## src/rtl/frame_pkg.sv

```systemverilog
// Shared definitions for the frame link: FSM encodings and default link parameters.
// The transmitter, receiver and display driver all import this package.
package frame_pkg;

  typedef enum logic [2:0] {
    ST_IDLE   = 3'd0,
    ST_START  = 3'd1,
    ST_DATA   = 3'd2,
    ST_PARITY = 3'd3,
    ST_STOP   = 3'd4
  } frame_state_t;

  localparam int DATA_W_DEF       = 10;
  localparam int CLKS_PER_BIT_DEF = 5208;
  localparam bit PARITY_EN_DEF    = 1'b1;
  localparam int STOP_BITS_DEF    = 1;
  localparam int FRAME_BITS       = 1 + DATA_W_DEF + int'(PARITY_EN_DEF) + STOP_BITS_DEF;

endpackage

```

## src/rtl/bit_timer.sv

```systemverilog
// Bit-period counter: tick is high on the last clk cycle of every bit period.
// clear holds the count at zero so the next period starts aligned.
module bit_timer #(
  parameter int CLKS_PER_BIT = 5208
) (
  input  logic clk,
  input  logic rst,
  input  logic clear,
  output logic tick
);

  localparam int CW = (CLKS_PER_BIT > 1) ? $clog2(CLKS_PER_BIT) : 1;

  logic [CW-1:0] cnt_q, cnt_d;

  always_comb begin
    tick  = (cnt_q == CW'(CLKS_PER_BIT - 1));
    cnt_d = cnt_q + 1'b1;
    if (clear || tick) cnt_d = '0;
  end

  always_ff @(posedge clk) begin
    if (rst) cnt_q <= '0;
    else     cnt_q <= cnt_d;
  end

endmodule

```

## src/rtl/frame_tx.sv

```systemverilog
// Serial transmitter for the frame link: start bit, payload LSB first, optional even
// parity, stop bit(s). Tx, Busy and Done all come straight from flops.
module frame_tx
  import frame_pkg::*;
#(
  parameter int CLKS_PER_BIT = CLKS_PER_BIT_DEF,
  parameter int DATA_W       = DATA_W_DEF,
  parameter bit PARITY_EN    = PARITY_EN_DEF,
  parameter int STOP_BITS    = STOP_BITS_DEF
) (
  input  logic              clk,
  input  logic              rst,
  input  logic              tx_start,
  input  logic [DATA_W-1:0] tx_pi,
  output logic              Tx,
  output logic              Busy,
  output logic              Done
);

  localparam int IW = (DATA_W > 1) ? $clog2(DATA_W) : 1;
  localparam int SW = (STOP_BITS > 1) ? $clog2(STOP_BITS) : 1;

  frame_state_t      state_q, state_d;
  logic [DATA_W-1:0] shreg_q, shreg_d;
  logic [IW-1:0]     bidx_q, bidx_d;
  logic [SW-1:0]     sidx_q, sidx_d;
  logic              par_q, par_d;
  logic              tx_q, tx_d;
  logic              busy_q, busy_d;
  logic              done_q, done_d;
  logic              start_q;
  logic              rise;
  logic              tick;

  // Timer held at zero while idle so the start bit gets a full period.
  bit_timer #(.CLKS_PER_BIT(CLKS_PER_BIT)) u_timer (
    .clk   (clk),
    .rst   (rst),
    .clear (state_q == ST_IDLE),
    .tick  (tick)
  );

  assign rise = tx_start & ~start_q;

  always_comb begin
    state_d = state_q;
    shreg_d = shreg_q;
    bidx_d  = bidx_q;
    sidx_d  = sidx_q;
    par_d   = par_q;
    tx_d    = tx_q;
    busy_d  = busy_q;
    done_d  = 1'b0;
    case (state_q)
      ST_IDLE: begin
        // Also reached on the Done cycle, which gives back-to-back frames.
        if (rise) begin
          shreg_d = tx_pi;
          par_d   = ^tx_pi;
          bidx_d  = '0;
          sidx_d  = '0;
          tx_d    = 1'b0;
          busy_d  = 1'b1;
          state_d = ST_START;
        end
      end
      ST_START: begin
        if (tick) begin
          tx_d    = shreg_q[0];
          shreg_d = shreg_q >> 1;
          state_d = ST_DATA;
        end
      end
      ST_DATA: begin
        if (tick) begin
          if (bidx_q == IW'(DATA_W - 1)) begin
            if (PARITY_EN) begin
              tx_d    = par_q;
              state_d = ST_PARITY;
            end else begin
              tx_d    = 1'b1;
              state_d = ST_STOP;
            end
          end else begin
            bidx_d  = bidx_q + 1'b1;
            tx_d    = shreg_q[0];
            shreg_d = shreg_q >> 1;
          end
        end
      end
      ST_PARITY: begin
        if (tick) begin
          tx_d    = 1'b1;
          state_d = ST_STOP;
        end
      end
      ST_STOP: begin
        if (tick) begin
          if (sidx_q == SW'(STOP_BITS - 1)) begin
            busy_d  = 1'b0;
            done_d  = 1'b1;
            state_d = ST_IDLE;
          end else begin
            sidx_d = sidx_q + 1'b1;
          end
        end
      end
      default: begin
        tx_d    = 1'b1;
        busy_d  = 1'b0;
        state_d = ST_IDLE;
      end
    endcase
  end

  always_ff @(posedge clk) begin
    if (rst) begin
      state_q <= ST_IDLE;
      shreg_q <= '0;
      bidx_q  <= '0;
      sidx_q  <= '0;
      par_q   <= 1'b0;
      tx_q    <= 1'b1;
      busy_q  <= 1'b0;
      done_q  <= 1'b0;
      start_q <= 1'b0;
    end else begin
      state_q <= state_d;
      shreg_q <= shreg_d;
      bidx_q  <= bidx_d;
      sidx_q  <= sidx_d;
      par_q   <= par_d;
      tx_q    <= tx_d;
      busy_q  <= busy_d;
      done_q  <= done_d;
      start_q <= tx_start;
    end
  end

  assign Tx   = tx_q;
  assign Busy = busy_q;
  assign Done = done_q;

endmodule

```

## config.mk

```make
export PLATFORM = sky130hd
export DESIGN_NAME = frame_tx
export DESIGN_NICKNAME = d
export VERILOG_FILES = /design/src/rtl/frame_pkg.sv /design/src/rtl/bit_timer.sv /design/src/rtl/frame_tx.sv
export SDC_FILE = /design/constraint.sdc
export NUM_CORES = 1
export LEC_CHECK = 0
export ABC_AREA = 1
export BUFFER_PORTS_ARGS = -buffer_cell sky130_fd_sc_hd__buf_2
export CAP_MARGIN = 20
export CORE_MARGIN = 2
export CORE_UTILIZATION = 55
export DETAILED_ROUTE_END_ITERATION = 10
export HOLD_SLACK_MARGIN = 0.08
export PLACE_DENSITY = 0.71
export SLEW_MARGIN = 20
export SYNTH_ARGS = -nofsm -noshare
export SYNTH_HDL_FRONTEND = slang
export SYNTH_SLANG_ARGS = --single-unit
```

## constraint.sdc

```tcl
create_clock -name clk -period 4.2 [get_ports clk]
set_clock_uncertainty 0.1 [all_clocks]
set_input_delay 0.21 -clock clk [delete_from_list [all_inputs] [get_ports clk]]
set_output_delay 0.21 -clock clk [all_outputs]
set_load 0.05 [all_outputs]
```

**Word level (Yosys, flattened, before mapping)**

Cells that the tools add are included.

- $add $sub $neg: 3
- Multiplexer cells: 31
- Reduce and logical (&&, ||, !) cells: 16
- Eq/ne operators: 14
- Bitwise operators: 5

Operator list:

| kind | count |
|---|---|
| $mux 10 | 4 |
| $pmux 10 s3 | 1 |
| $mux 3 | 7 |
| $ne 2x2->1 const B | 8 |
| $pmux 3 s5 | 1 |
| $add 13x1->13 const B | 1 |
| $eq 13x13->1 const B | 1 |
| $mux 4 | 3 |
| $mux 1 | 11 |
| $reduce_and 5->1 | 2 |
| $reduce_xor 10->1 | 1 |
| $pmux 4 s2 | 1 |
| $reduce_and 4->1 | 2 |
| $reduce_and 7->1 | 1 |
| $eq 3x2->1 const B | 2 |
| $reduce_or 3->1 | 2 |
| $pmux 1 s5 | 1 |
| $add 4x1->4 const B | 1 |
| $eq 4x4->1 const B | 1 |
| $not 1->1 | 4 |
| $reduce_bool 2->1 | 2 |
| $eq 3x1->1 const B | 1 |
| $eq 3x3->1 const B | 1 |
| $logic_not 3->1 | 1 |
| 9 further kinds | 9 |

- Word-level logic and storage cells: 79
- Flip-flop bits (word level): 36
- Output and inout port bits: 3
- Input bits: 13

**Depth between registers and ports, before layout**

Gate-level depths: netlist (run 1).

- Depth in word-level cells: 4
- Gate-level depth with buffers: 10

**Hierarchy**

A second synthesis (run 1) with hierarchy kept.

- Cell total of the unflattened synthesis: 307
- Area, all modules: 2053.2 um2

By module, submodules not included:

| module | cells an instance | sequential area each (um2) | times used | area an instance (um2) |
|---|---|---|---|---|
| frame_tx | 214 | 440.4 | 1 | 1366.3 |
| bit_timer | 93 | 260.2 | 1 | 686.9 |

**Worst setup path before layout (run 1)**

No wires, ideal clock.

- Kind: flip-flop to flip-flop
- Start: register u_timer.cnt_q[0]
- End: register shreg_q[0]
- Slack: 2684 ps
- Arrival: 1303 ps
- Buffers on the path: 1
- Stages on the path, launching flop included: 10
- Setup time: 113 ps
- Cell sequence: dfxtp_1 > ha_1 > nand2_1 > nor2_1 > nand3_2 > nand2_4 > nand3_2 > buf_6 > nor2_1 > nor2_1

- Cells in the longest elaborated chain, start to end: 3
- Elaborated cells between the ends (all ways): 4
- Classes of those cells: 3 x eq/ne; 1 x reduce/logical

RTL lines:

| element | RTL line | source |
|---|---|---|
| from (decl) | bit_timer.sv:14 | `logic [CW-1:0] cnt_q, cnt_d;` |
| from (signal assigned) | bit_timer.sv:24 | `else cnt_q <= cnt_d;` |
| $eq 13x13->1 * | bit_timer.sv:17 | `tick = (cnt_q == CW'(CLKS_PER_BIT - 1));` |
| $ne 2x2->1 (no line) | -- |  |
| $reduce_and 5->1 (no line) * | -- |  |
| to (signal assigned) | frame_tx.sv:129 | `shreg_q <= shreg_d;` |
| to (decl) | frame_tx.sv:24 | `logic [DATA_W-1:0] shreg_q, shreg_d;` |

Mark *: on every way between the ends. The rest lies on a longest branch, timed or not.
A chain may end at the register's enable or synchronous reset.

**Worst setup path in the final report (run 1)**

- Start: register u_timer.cnt_q[0]
- End: register shreg_q[2]

The elaborated chain is that of the path after synthesis.

==> results of run 1 <==
==> power groups by stage <==
stage               combinational (µW)  sequential [µW]  clock (µW)
floorplan                          590              484           0
global placement                   703              469           0
detailed placement                 711              471           0
CTS                                715              463         179
global route                       813              471         191
finish                             713              464         174
==> layout make-up <==
cell class / count / area [µm²]
fillers: 331 / 1230
multi-input cells: 231 / 1160
flip-flops and latches: 35 / 701
repair buffers: 17 / 95.1
inverters: 24 / 95.1
well taps: 46 / 57.6
clock buffers: 7 / 45.0
clock inverters: 1 / 5.00
==> synthesized netlist by cell type (2+ instances only) <==
master,count
a21oi_1,21
nand4_1,9
inv_4,2
inv_2,3
o21ai_2,2
inv_1,18
nand3_2,4
buf_6,2
nand2_2,6
o21ai_0,5
xnor2_1,6
ha_1,3
o21a_1,2
nor2_2,4
dfxtp_1,35
xor2_1,7
nand2_1,95
nor2_1,40
nand3_1,15
nand2_4,2
==> sequential cells by signal (all words and copies together), names as in the netlist <==
signal	flops
state_q	3
par_q	1
Busy	1
Tx	1
start_q	1
Done	1
u_timer.cnt_q	13
bidx_q	4
shreg_q	10
==> worst max path at each step <==
stage | end | cells after the start
final | shreg_q[2] | 8
after global placement | shreg_q[0] | 8
after CTS | shreg_q[6] | 8
after detailed placement | shreg_q[6] | 8
after floorplan | shreg_q[0] | 9
after global routing | shreg_q[0] | 9
==> cell families after synthesis <==
group           count (synthesis)
xor+xnor                       13
flops                          35
fa+ha+maj                       3
simple gates                  180
compound gates                 35
buf+inv                        27
==> worst register-to-register path: stages (launching register included) <==
cell and delay [ns]:
dfxtp_1 0.37, ha_1 0.21, nand2_1 0.07, nor2_1 0.11
nand3_2 0.17, nand2_4 0.15, nand3_2 0.23, nor2_1 0.16
nor2_1 0.06
==> what timing repair did <==
item	CTS	global route
endpoints found under the setup margin	0	0
hold buffers	2	0
endpoints found under the hold margin	2	0
==> layer usage <==
metal  wire length (µm)  up-vias
met2               1880       24
met5                  0        -
met4                 91        0
li1                   -      984
met1               1820      806
met3                109       10
==> metrics by stage <==
step | utilization [%] | total power, µW | setup slack [ns] | hold slack, ns
CTS | 63.6 | 1360 | 2.47 | 0.128
global placement | 61.5 | 1170 | 2.52 | 0.331
floorplan | - | 1070 | 2.68 | 0.179
global route | 63.6 | 1470 | 2.29 | 0.147
finish | 63.6 | 1350 | 2.48 | 0.139
detailed placement | 61.5 | 1180 | 2.49 | 0.342
==> metrics, run 1 <==
status=complete, no violations; final instance area=2160 µm²; IO Port Bufs=15; H-tree depth=2; Tmin final=1.72 ns; Crit. End Element=register; I/O pin cnt=16; setup bufs post-CTS=0; Synth area leader=dfxtp_1; CP startpoint=u_timer.cnt_q[0]; remaining antenna violation count=0; switching power=652 µW; number of flops mapped to enable cells by yosys=0; Cell Area, Synth=1980 µm²; Syn Area/Cell=6.76 µm²; Area Overhead vs Synth=8.91%; worst IR drop on VDD=0.345 mV; CP max-delay cell=dfxtp_1; logic gate share of total power=52.8%; Vias per Instance=5.05; CTS Sinks=35; detailed-route DRC error count=0; delay-heaviest family, CP=simple AND/OR/NAND/NOR gates; first-pass GRT wire length=6710 µm; Sw Ratio=48.3%; Avg WL per Cell=10.8 µm; antenna diode count=0; min-delay worst type=input pin to register; Gate Count Post-Synth=293; most frequent cells in the layout=nand2_1, nor2_1, dfxtp_1, a21oi_1, inv_1; largest family of logic cells by synthesized area=simple AND/OR/NAND/NOR gates; flop and latch count out of synthesis=35; Least-Margin Pin Slew=0.320 ns; PostCTS Resize Cnt=0; Slew headroom=78.6%; non-filler cells, final=361; Critical Path Max Stage Delay=0.37 ns; Die X=64.0 µm; Total Routing Usage GR=20.9%; static leakage=0.000922 µW; Worst-Skew Late Latency=0.34 ns; Final Hold Violating Endpoints=0; worst path bufs/invs=0; Post-synth ARST share=0%; part of the power in registers=34.4%; top cell type's share of synthesized area=35.4%; CTS root buf=clkbuf_4; clock network fraction of total power=12.9%; Setup crit start kind=register; met2 Use GR=35.9%; Simple-Gate Fraction of Synth Area=40.6%; ys flop type=dfxtp_1; period utilisation layout=40.8%; GPL Wtd Cong=0.900; Max Cap Viol=0; Setup Viol. Count Final=0; setup TNS=0 ns; number of global-route vias before repair=1631; Remaining Overflow, GRT=0; Nets=330; Max Slew Vio Count=0; Hold Path Cell Cnt=2; XOR/XNOR Fraction of Synth Area=5.75%; flop2flop setup slack=2.48 ns; row count=21; Worst R2R End=shreg_q[2]; FF-to-FF path depth=8; WP data required=4.34 ns; Hold Path End=start_q; min-delay src=rst; GR Util met1=24.9%; worst-path fanout max=12; Distinct cells, synth=32; die area=4090 µm²; internal power=699 µW; Max Freq=583 MHz; Synth Area in Compound Gates=10.2%; YS warnings=0; Placeable Area=3390 µm²; DP Cell Count=351; dpl cell area=2090 µm²; share of cells above drive strength 1=14.9%; Post-Synth Adder-Cell Area=1.90%; layer with the highest usage=met2; RSZ-0062 raised after global routing=false; Die Y=64.0 µm; hpwl dp=2900 µm; Critical Path, Cell by Cell=ha_1, nand2_1, nor2_1, nand3_2, nand2_4, nand3_2, nor2_1, nor2_1; Starting DRT DRC Count=68; total CTS buffers=5; Area contributors post-synth=dfxtp_1, nand2_1, nor2_1; CP arrival=1.86 ns; met3 GRT Util=4.23%; sequential area share after synthesis=35.4%; vias=1824; drt pass-1 iters=4; cell mode on critical path=nor2_1; worst r2r src=u_timer.cnt_q[0]; mux share of post-synthesis cell area=0%; PwrDens=627 nW/µm²; Max clock buf depth=2; CTS tree=yes; net count after synthesis=309; commonest non-fill, non-tap cell in the layout=nand2_1; initial antenna violation count=0; largest net degree at the start of global routing=16; DRT Wirelength=3900 µm; Initial Utilization=58.4%; clock-pin slew on the worst setup and hold paths=0.10 ns; WS Path Type=register to register
(Power assumes the default switching activity.)
==> run 2, diff against run 1 <==
==> constraint.sdc (replaced) <==
create_clock -name clk -period 1.68 [get_ports clk]
set_clock_uncertainty 0.1 [all_clocks]
set_input_delay 0.084 -clock clk [delete_from_list [all_inputs] [get_ports clk]]
set_output_delay 0.084 -clock clk [all_outputs]
set_load 0.05 [all_outputs]
==> run 2 against run 1 <==
  * Register-to-register slack got worse by 2.3 ns
  * Wire length rose by 8.5%
  * Cell count grew 6.4%
  * Via count up 6.9%
  * Global-route usage grew 2.3 points
  * Cell area is 12% higher
  * Clock power increased to 2.5 times the previous value
  * Count of clock-buffer cells in the layout is the same
  * First-iteration DRC count increased by 29%
  * Critical path type unchanged
  * Largest cell class unchanged
==> metrics, run 2 (synthesized netlist as in run 1, its figures left out) <==
I/O pin cnt=16 (unchanged); Total Routing Usage GR=23.2% (was 20.9%); antenna diode count=0 (unchanged); number of global-route vias before repair=1860 (was 1631); PwrDens=1500 nW/µm² (was 627 nW/µm²); layer with the highest usage=met2 (unchanged); most frequent cells in the layout=nand2_1, nor2_1, dfxtp_1, a21oi_1, inv_1 (unchanged); worst-path fanout max=4 (was 12); Final Hold Violating Endpoints=0 (unchanged); total CTS buffers=5 (unchanged); static leakage=0.00103 µW (was 0.000922 µW); Least-Margin Pin Slew=0.317 ns (was 0.320 ns); first-pass GRT wire length=7550 µm (was 6710 µm); initial antenna violation count=0 (unchanged); dpl cell area=2170 µm² (was 2090 µm²); Reg area=703 µm² (was 701 µm²); met2 Use GR=40.4% (was 35.9%); CTS root buf=clkbuf_4 (unchanged); Die X=64.0 µm (unchanged); met3 GRT Util=4.58% (was 4.23%); Placeable Area=3390 µm² (unchanged); vias=1950 (was 1824); CTS Sinks=35 (unchanged); Crit. End Element=register (unchanged); worst IR drop on VDD=0.808 mV (was 0.345 mV); Starting DRT DRC Count=88 (was 68); number of fill cells=275 (was 331); CTS tree=yes (unchanged); row count=21 (unchanged); post-place setup slack=0.0302 ns (was 2.49 ns); GPL Wtd Cong=0.894 (was 0.900); Worst-Skew Late Latency=0.33 ns (was 0.34 ns); Max Cap Viol=0 (unchanged); clock-pin slew on the worst setup and hold paths=0.11 ns (was 0.10 ns); final instance area=2410 µm² (was 2160 µm²); DRT Wirelength=4230 µm (was 3900 µm); Slew headroom=78.8% (was 78.6%); share of cells above drive strength 1=21.3% (was 14.9%); H-tree depth=2 (unchanged); detailed-route DRC error count=0 (unchanged); WP data required=1.81 ns (was 4.34 ns); drt pass-1 iters=4 (unchanged); status=complete, no violations (unchanged); Max Freq=654 MHz (was 583 MHz); Worst Setup Slack, final=0.151 ns (was 2.48 ns); Largest Register=u_timer.cnt_q (unchanged); Vias per Instance=5.08 (was 5.05); die area=4090 µm² (unchanged); commonest non-fill, non-tap cell in the layout=nand2_1 (unchanged); largest net degree at the start of global routing=16 (unchanged); Max Slew Vio Count=0 (unchanged); Avg WL per Cell=11.0 µm (was 10.8 µm); Nets=353 (was 330); IO Port Bufs=15 (unchanged); period utilisation layout=91.0% (was 40.8%); Die Y=64.0 µm (unchanged); Hold Slack=0.113 ns (was 0.139 ns); WS Path Type=register to register (unchanged); setup TNS=0 ns (unchanged); remaining antenna violation count=0 (unchanged); Area Overhead vs Synth=21.9% (was 8.91%); Remaining Overflow, GRT=0 (unchanged); max reg flops=13 (unchanged); Setup crit start kind=register (unchanged); multi-input logic area=1210 µm² (was 1160 µm²); hpwl dp=3020 µm (was 2900 µm); min-delay worst type=input pin to register (unchanged); Max clock buf depth=2 (unchanged); Largest regs=u_timer.cnt_q (13), shreg_q (10), bidx_q (4) (unchanged); Initial Utilization=58.4% (unchanged); Setup Viol. Count Final=0 (unchanged); GR Util met1=26.9% (was 24.9%); Tmin final=1.53 ns (was 1.72 ns); CP arrival=1.66 ns (was 1.86 ns)
[run 2: changes by cell type in the layout (fill, tap and decap cells not counted), moves of 2 or more]
cell | previous run | this run
buf_4 | 0 | 13
dlygate4sd3_1 | 2 | 12
nand2_1 | 95 | 91
nand2_2 | 6 | 10
nor2_1 | 40 | 36
nor2_2 | 4 | 7
dfxtp_1 | 35 | 33
dfxtp_2 | 0 | 2
nand3_4 | 0 | 2
[run 2: path summary, 6_finish.rpt]
kind / start / to / slack (ns) / depth (start not counted)
max: u_timer.cnt_q[0] / state_q[1] / 0.15 / 10
min: tx_pi[4] / shreg_q[4] / 0.11 / 5
max reg2reg: u_timer.cnt_q[0] / state_q[1] / 0.15 / 10
min reg2reg: u_timer.cnt_q[0] / u_timer.cnt_q[0] / 0.35 / 1
[run 2: cell type report]
cell class / instances / share of cell area, %
clock inverters: 1 / 0.207
multi-input cells: 231 / 50.3
repair buffers: 40 / 12.1
well taps: 46 / 2.38
flip-flops and latches: 35 / 29.1
inverters: 24 / 3.94
clock buffers: 7 / 1.87
[run 2: where the power goes]
part | switching, µW | internal [µW]
sequential | 137 | 1020
combinational | 1300 | 720
clock | 272 | 163
[run 2: stage by stage]
stage	std cells	power (µW)	util, %
final	384	3610	71.2
after global placement	362	3060	64.0
after global routing	384	3930	71.2
after CTS	382	3530	69.0
after floorplan	293	2680	-
after detailed placement	362	3070	64.0
[run 2: worst max-delay path, stage by stage, from the launching register on]
cell     delay [ns]
dfxtp_2        0.38
ha_4           0.16
nand2_2        0.07
nor2_2         0.12
nand3_2        0.11
nand2_1        0.10
nand2_1        0.09
nor2_4         0.15
nand2_1        0.07
nand2_1        0.06
nor2_1         0.03
[run 2: layer usage]
metal	vias up	part of all wire (%)
li1	1038	-
met1	868	46
met2	30	49
met3	14	2.2
met4	0	2.5
met5	-	0
[run 2: timing repair]
item / 4_1_cts / 5_1_grt
endpoints found under the hold margin: 17 / 0
resized for setup: 0 / 16
hold buffers: 12 / 0
buffers inserted: 0 / 2
endpoints found under the setup margin: 0 / 20
==> run 3, diff against run 2 <==
--- a/config.mk
+++ b/config.mk
@@ -9,10 +9,10 @@
 export BUFFER_PORTS_ARGS = -buffer_cell sky130_fd_sc_hd__buf_2
 export CAP_MARGIN = 20
 export CORE_MARGIN = 2
-export CORE_UTILIZATION = 55
+export CORE_UTILIZATION = 53
 export DETAILED_ROUTE_END_ITERATION = 10
 export HOLD_SLACK_MARGIN = 0.08
-export PLACE_DENSITY = 0.71
+export PLACE_DENSITY = 0.72
 export SLEW_MARGIN = 20
 export SYNTH_ARGS = -nofsm -noshare
 export SYNTH_HDL_FRONTEND = slang
==> constraint.sdc (replaced) <==
create_clock -name clk -period 1.4 [get_ports clk]
set_clock_uncertainty 0.1 [all_clocks]
set_input_delay 0.07 -clock clk [delete_from_list [all_inputs] [get_ports clk]]
set_output_delay 0.07 -clock clk [all_outputs]
set_load 0.05 [all_outputs]
==> run 3 against run 2 <==
  * Register-to-register slack worse by 0.28 ns
  * Non-clock buffer count up 43
  * Sequential share of layout area shrank 6.4 points
  * Die area up 3.5%
  * Core utilization is 16 points higher
  * The flow now finishes with violations (negative setup slack)
  * Wire length up 46%
==> metrics, run 3 (synthesized netlist as in run 1, its figures left out) <==
DRT Wirelength=6180 µm (was 4230 µm); post-place setup slack=-0.185 ns (was 0.0302 ns); hpwl dp=3360 µm (was 3020 µm); Nets=396 (was 353); WP data required=1.53 ns (was 1.81 ns); Crit. End Element=register (unchanged); Final Hold Violating Endpoints=0 (unchanged); Die Y=65.1 µm (was 64.0 µm); dpl cell area=2500 µm² (was 2170 µm²); Max Freq=656 MHz (was 654 MHz); period utilisation layout=109% (was 91.0%); H-tree depth=2 (unchanged); status=finished, violations left (was complete, no violations); switching power=2820 µW (was 1710 µW); worst IR drop on VDD=1.41 mV (was 0.808 mV); Worst-Skew Late Latency=0.30 ns (was 0.33 ns); RSZ-0062 raised after global routing=true; non-filler cells, final=429 (was 384); worst-path fanout max=4 (unchanged); row count=22 (was 21); drt pass-1 iters=5 (was 4); number of fill cells=174 (was 275); clock network fraction of total power=13.3% (was 12.0%); Tmin final=1.53 ns (about the same); Avg WL per Cell=14.4 µm (was 11.0 µm); Starting DRT DRC Count=147 (was 88); share of cells above drive strength 1=45.4% (was 21.3%); Reg area=721 µm² (was 703 µm²); static leakage=0.00134 µW (was 0.00103 µW); Vias per Instance=5.31 (was 5.08); remaining antenna violation count=0 (unchanged); Largest Register=u_timer.cnt_q (unchanged); CTS root buf=clkbuf_8 (was clkbuf_4); GPL Wtd Cong=0.908 (was 0.894); Max Slew Vio Count=0 (unchanged); min-delay worst type=input pin to register (unchanged); number of global-route vias before repair=2107 (was 1860); Slew headroom=75.7% (was 78.8%); IO Port Bufs=15 (unchanged); Largest regs=u_timer.cnt_q (13), shreg_q (10), bidx_q (4) (unchanged); most frequent cells in the layout=nand2_1, buf_4, dfxtp_1, nor2_1, a21oi_1 (was nand2_1, nor2_1, dfxtp_1, a21oi_1, inv_1); CTS Sinks=35 (unchanged); multi-input logic area=1540 µm² (was 1210 µm²); PwrDens=1950 nW/µm² (was 1500 nW/µm²); Max clock buf depth=2 (unchanged); Area Overhead vs Synth=60.5% (was 21.9%); Worst Setup Slack, final=-0.125 ns (was 0.151 ns); flop2flop setup slack=-0.13 ns (was 0.15 ns); vias=2277 (was 1950); CP arrival=1.66 ns (about the same); CTS tree=yes (unchanged); Setup Viol. Count Final=33 (was 0); DP Cell Count=403 (was 362); Setup crit start kind=register (unchanged); internal power=3380 µW (was 1900 µW); die area=4240 µm² (was 4090 µm²); Max Cap Viol=0 (unchanged); total CTS buffers=5 (unchanged); logic gate share of total power=63.4% (was 55.9%); Least-Margin Pin Slew=0.362 ns (was 0.317 ns); clock-pin slew on the worst setup and hold paths=0.07 ns (was 0.11 ns); Sw Ratio=45.5% (was 47.3%); WS Path Type=register to register (unchanged); max reg flops=13 (unchanged); first-pass GRT wire length=8540 µm (was 7550 µm); commonest non-fill, non-tap cell in the layout=nand2_1 (unchanged); Placeable Area=3630 µm² (was 3390 µm²); detailed-route DRC error count=0 (unchanged); antenna diode count=0 (unchanged); Remaining Overflow, GRT=0 (unchanged); failing checks=negative setup slack; Initial Utilization=54.5% (was 58.4%); I/O pin cnt=16 (unchanged); initial antenna violation count=0 (unchanged); Die X=65.1 µm (was 64.0 µm); part of the power in registers=23.2% (was 32.0%); final instance area=3180 µm² (was 2410 µm²); largest net degree at the start of global routing=13 (was 16); Total Routing Usage GR=26.2% (was 23.2%)
[run 3: cell count changes in the layout (fill, tap and decap cells not counted), sizes merged]
cell / delta
buf: +46
dlygate4sd3: -3
clkbuf: +1
clkinv: -1
[run 3: worst paths after layout]
kind / startpoint / end / depth (start not counted)
worst min register to register: shreg_q[5] / shreg_q[5] / 2
worst max-delay path: state_q[2] / Busy / 9
worst max register to register: state_q[2] / Busy / 9
worst min-delay path: tx_pi[6] / shreg_q[6] / 5
[run 3: layout make-up]
type / instances / share of cell area, %
Multi-Input combinational cell: 231 / 48.4
Sequential cell: 35 / 22.7
Timing Repair Buffer: 83 / 20.7
Inverter: 24 / 3.23
Clock buffer: 8 / 3.15
Tap cell: 48 / 1.89
[run 3: worst max-delay path: stages (launching register included)]
cell and delay, ns:
dfxtp_4 0.38, inv_4 0.05, buf_4 0.13, buf_6 0.11, nor3_4 0.22, nand2_2 0.10
buf_6 0.13, nand2_4 0.06, nand2_1 0.05, a21oi_1 0.13
[run 3: what timing repair did]
| item | 4_1_cts | 5_1_grt |
|---|---|---|
| resized for setup | 34 | 79 |
| endpoints found under the setup margin | 30 | 33 |
| pin swaps | 14 | 30 |
| hold buffers | 9 | 0 |
| hold endpoints to repair | 14 | 0 |
| setup buffers | 4 | 7 |
[run 3: metal layers]
| metal | GRT usage (%) | wire length, µm | vias up |
|---|---|---|---|
| met2 | 46.6 | 3080 | 67 |
| li1 | - | - | 1123 |
| met3 | 6.68 | 255 | 15 |
| met5 | 0 | 0 | - |
| met4 | 10.2 | 152 | 0 |
| met1 | 30.2 | 2680 | 1072 |
[run 3: power by group through the flow]
stage	clock [µW]	combinational, µW	sequential [µW]
2_1_floorplan	0	1810	1460
3_3_place_gp	0	2860	1390
3_5_place_dp	0	2900	1390
4_1_cts	824	3170	1390
5_1_grt	860	4210	1460
6_report	826	3930	1440
[run 3: through the flow]
stage	hold WS, ns	util (%)	TNS (ns)	power (µW)
final	0.0798	87.4	-2.32	6200
after global routing	0.150	87.4	-4.70	6530
after CTS	0.0826	77.8	-0.737	5390
after detailed placement	0.244	68.8	-2.74	4300
after global placement	0.236	68.8	-1.89	4250
after floorplan	0.0391	-	-0.655	3270
